[src/rtl/product_accumulator.sv]
// product_accumulator: sums NUM_SAMPLES 4-bit products with 8-bit saturation and valid/ready handshakes.
// Optional peak tracking is enabled by defining PRODUCT_ACC_PEAK_EN.
module product_accumulator #(
    parameter int NUM_SAMPLES = 4
) (
    input  logic       clk,
    input  logic       rst,
    input  logic       p0,
    input  logic       p1,
    input  logic       p2,
    input  logic       p3,
    input  logic       in_valid,
    output logic       in_ready,
    input  logic       clear,
    output logic       out_valid,
    input  logic       out_ready,
    output logic [7:0] sum,
    output logic [7:0] count,
    output logic       overflow,
    output logic [3:0] peak
);
    typedef enum logic [1:0] {IDLE, ACCUM, DONE} state_t;
    localparam logic [7:0] LAST = 8'(NUM_SAMPLES);
    state_t state, state_nx;
    logic [3:0] product;
    logic [8:0] sum_add;
    logic [7:0] count_nx;
    logic accept, consume;
    assign product   = {p3, p2, p1, p0};
    assign in_ready  = state != DONE;
    assign out_valid = state == DONE;
    assign accept    = in_valid && in_ready;
    assign consume   = out_valid && out_ready;
    assign sum_add   = {1'b0, sum} + {5'd0, product};
    assign count_nx  = count + 8'd1;
    always_comb begin
        state_nx = state;
        if (clear || consume)
            state_nx = IDLE;
        else if (accept)
            state_nx = (count_nx == LAST) ? DONE : ACCUM;
    end
    always_ff @(posedge clk or posedge rst) begin
        if (rst)
            state <= IDLE;
        else
            state <= state_nx;
    end
    // Carry out of the 9-bit add is the saturation condition.
    always_ff @(posedge clk or posedge rst) begin
        if (rst) begin
            sum      <= 8'd0;
            count    <= 8'd0;
            overflow <= 1'b0;
        end else if (clear || consume) begin
            sum      <= 8'd0;
            count    <= 8'd0;
            overflow <= 1'b0;
        end else if (accept) begin
            sum      <= sum_add[8] ? 8'hff : sum_add[7:0];
            count    <= count_nx;
            overflow <= overflow | sum_add[8];
        end
    end
`ifdef PRODUCT_ACC_PEAK_EN
    always_ff @(posedge clk or posedge rst) begin
        if (rst)
            peak <= 4'd0;
        else if (clear || consume)
            peak <= 4'd0;
        else if (accept)
            peak <= (product > peak) ? product : peak;
    end
`else
    assign peak = 4'd0;
`endif
endmodule

[config.mk]
export PLATFORM = sky130hd
export DESIGN_NAME = product_accumulator
export DESIGN_NICKNAME = d
export VERILOG_FILES = /design/src/rtl/product_accumulator.sv
export SDC_FILE = /design/constraint.sdc
export NUM_CORES = 1
export LEC_CHECK = 0
export ABC_CLOCK_PERIOD_IN_PS = 1730
export BUFFER_PORTS_ARGS = -buffer_cell sky130_fd_sc_hd__buf_2
export CORE_MARGIN = 3
export CORE_UTILIZATION = 46
export CTS_CLUSTER_DIAMETER = 80
export DETAILED_ROUTE_END_ITERATION = 16
export GPL_ROUTABILITY_DRIVEN = 0
export PLACE_DENSITY = 0.7
export SLEW_MARGIN = 5
export SYNTH_ARGS = -nofsm -noshare
export SYNTH_HDL_FRONTEND = slang
export SYNTH_SLANG_ARGS = --single-unit
export TNS_END_PERCENT = 100
[constraint.sdc]
create_clock -name clk -period 1.73 [get_ports clk]
set_input_delay 0.346 -clock clk [delete_from_list [all_inputs] [get_ports clk]]
set_output_delay 0.346 -clock clk [all_outputs]
set_load 0.005 [all_outputs]
### Yosys cells after proc, flatten, opt, wreduce, memory -nomap -nowiden

Index checks and enable logic that the tools add are counted.
W data, S select, Z words.

* register bits: 19
* word-level logic and storage cells: 24
* input port bits: 9
* output and inout port bits: 23

* $add $sub $neg: 2
* reductions and logical operators: 4
* equality and inequality tests: 3
* multiplexer cells: 10
* bitwise gates (word level): 1

Operators by type and width (count)
* $mux W8: 5
* $add A8 B4 Y9: 1
* $add A8 B1 Y8 const B: 1
* $eq A8 B3 Y1 const B: 1
* $mux W2: 3
* $eq A2 B2 Y1 const B: 1
* $logic_and A1 B1 Y1: 2
* $mux W1: 2
* $ne A2 B2 Y1 const B: 1
* $reduce_bool A2 Y1: 1
* $logic_or A1 B1 Y1: 1
* $or A1 B1 Y1: 1

### Depth between registers and ports, before layout

* word-level depth: 5
* gate-level depth with buffers: 6
* gate-level depth less buffers: 6

### Worst setup path before layout

No wires, ideal clock.

* kind: register to register
* from: reg sum[0]
* to: reg sum[7]
* clock period less this slack: 1.852 ns
* arrival: 1.724 ns
* library setup time: 0.128 ns
* slack: -0.122 ns
* buffers on the path: 0
* data required time: 1.602 ns
* stages on the path, launching flop included: 7
* path through: dfrtp_1 > ha_1 > fa_1 > a211oi_1 > nor2_1 > nor4b_1 > nor3_1

* word-level cells in the longest chain between the ends: 4

RTL lines
* start, declared: line 17 `output logic [7:0] sum,`
* start signal, assigned: line 60 `sum <= sum_add[8] ? 8'hff : sum_add[7:0];`
* $add A8 B4 Y9: line 34 `assign sum_add = {1'b0, sum} + {5'd0, product};`
* $mux W8: line 60
* $mux W8: line 59 `end else if (accept) begin`
* $mux W8: line 55 `end else if (clear || consume) begin`

No other way between the ends. The select of a mux whose other input is x is not followed.
A chain may end at the register's enable or synchronous reset.

### Final worst setup path

* from: reg sum[0]
* to: reg sum[6]

The elaborated chain is that of the path after synthesis.

==> out/results.ini <==
[yosys]
ys_seq_area_frac=0.399
yosys.area_share.simple=0.209
syn_inst=130
synth_xor_area_frac=0.0515
synth_top_family_by_area=simple AND/OR/NAND/NOR gates
muxShareOfSynthArea=0.0252
synth_edf_count=0
synth_ff_type=dfrtp_1
ys_warn_count=0
yosys.area.top_type=dfrtp_1
netlist_area_mm2=0.00119
synthAdderAreaFrac=0.0798
syn_area_per_cell_um2=9.16
synthDistinctLibCells=39
synth_compound_area_frac=0.173
synth.area.top_cells=dfrtp_1 40%, ha_1 6.3%, a21oi_1 3.8%
synth_top_area_share=0.399
async_reset_ff_frac=1.00
synth-seq-cells=19

[routing]
drt-initial-drc-count=25
wl_um=2760
ant_nets=0
remaining_drc_errors=0
vias_per_cell=5.52
via_count=1093
drt_first_pass_iters=4
wl_per_cell_um=13.9

[global_routing]
use_met3=0.0506
grt_pass1_vias=1018
antenna_found_initial=0
grt_pass1_wl_um=4690
grtUsageMet1=0.246
busiest_layer=met2
grt.total_usage=0.183
overflow=0
grt_use_met2=0.285
grt_max_degree=20

[run_status]
status=finished with violations
violations=setup timing

[cts]
tritoncts=built
clockBufferDepth=2
clockRootBuffer=clkbuf_4
worst_skew_pair.late_latency_ps=300
clock-sinks=19
numCtsBuffers=3
clkTransAtPathRegs_ps=110
htree_levels=1
ctsHoldBuffers=0

[finish]
drive_above_1_share=0.341
area_delta_synth_final_pct=26.9
multi_input_area_um2=713
regArea_um2=475
final_area_mm2=0.00151
fin_nets=187
fillers=209
mostFrequentLayoutCells=27 x buf_2, 19 x dfrtp_1, 14 x buf_4
diodes=0
layout_commonest_cell=buf_2

[timing]
slew_violations=0
setup_ws_ps=-78.7
tns_ps=-376
fin_crit_sh=1.05
hold_violations=0
maxClockFrequency_ghz=0.553
worst_clock_skew_ps=4.81
period_needed_ps=1810
hold_ws_ps=45.5
setup_violations=8
rsz0062_at_grt=true

[run]
cap_violations=0

[floorplan]
boundaryPins=32
initial_core_util=0.509
rows=17
core_region_area_mm2=0.00234
die_area_mm2=0.00324
die_h_um=56.9
die_w_um=56.9

[setup_path]
cp_data_required_time_ps=1930
crit_arrival_ps=2010
critPathMaxFanout=4
endpoint_kind=register
crit_type=reg2reg
start_kind=register

[placed_design]
place_area_mm2=0.00141
place_hpwl_um=2040
port_buffers=27

[power]
p_leak_uw=0.000820
cellPowerDensity_mw_per_mm2=604
peakVddDrop_uv=472

[worst_hold_path]
hold_path_class=in2async

==> path summary, 6_finish.rpt <==
check	cells after the start	endpoint	from	slack, ps
hold reg to reg	2	overflow$_DFFE_PP0P_	overflow$_DFFE_PP0P_	520
min in group clk	2	state[0]$_DFFE_PP0P_	clear	290
max in group asynchronous	3	state[1]$_DFFE_PP0P_	rst	1480
setup / recovery	6	sum[6]$_DFFE_PP0P_	sum[0]$_DFFE_PP0P_	-80
setup reg to reg	6	sum[6]$_DFFE_PP0P_	sum[0]$_DFFE_PP0P_	-80
hold / removal	3	sum[4]$_DFFE_PP0P_	rst	50
==> worst max-delay path: stages (launching register included) <==
cell      delay [ps]
dfrtp_1          400
ha_2             190
fa_2             380
a211oi_4         280
nor2_2           100
and3_1           190
o22a_1           170
==> registers in the layout, indices dropped and copies added, names as in the netlist <==
name and count:
count 8, state 2, overflow 1, sum 8
==> cell usage after synthesis (3+ instances only) <==
master     n
buf_4      4
and3_1     3
a21o_1     3
inv_1      4
nand2_1   12
dfrtp_1   19
o21ai_0    6
nor2_1    12
xnor2_1    3
xor2_1     4
ha_1       6
mux2i_1    3
nor3_1     3
nand3_1    5
a211oi_1   4
a21oi_1    9
==> timing repair <==
action,in CTS,in global routing
pin swaps,3,2
setup buffers,1,2
gates resized for setup,13,1
endpoints found under the hold margin,0,0
setup endpoints to repair,9,9
==> final cells by class <==
type	count	area share
repair buffers	41	0.159
well taps	28	0.0232
clock buffers	4	0.0174
inverters	5	0.0141
multi-input cells	101	0.472
flip-flops and latches	19	0.315
==> logic make-up after synthesis <==
| group | count (synthesis) |
|---|---|
| and+or+nand+nor | 48 |
| AOI/OAI and AO/OA | 32 |
| DFF | 19 |
| buffers and inverters | 13 |
| adders and majority gates | 7 |
| xor gates and xnor gates | 7 |
| muxes | 3 |
| other | 1 |
==> power by group <==
part	switching, µW	internal [µW]	total [µW]
combinational	105	99.0	204
clock	137	89.8	227
sequential	20.8	461	482
==> per-stage QoR <==
| stage | power [µW] | instances | worst slack (ps) | util |
|---|---|---|---|---|
| after floorplan | 599 | 133 | 10.9 | - |
| after global placement | 662 | 191 | -90.2 | 0.604 |
| after detailed placement | 670 | 191 | -146 | 0.604 |
| after CTS | 923 | 196 | -34.8 | 0.637 |
| after global routing | 980 | 198 | -138 | 0.646 |
| final | 913 | 198 | -78.7 | 0.646 |
==> per-layer routing <==
| metal | routed length [µm] | vias up |
|---|---|---|
| met5 | 0 | - |
| met2 | 1320 | 34 |
| li1 | - | 534 |
| met1 | 1300 | 523 |
| met4 | 23 | 0 |
| met3 | 119 | 2 |
(Power assumes the default switching activity.)
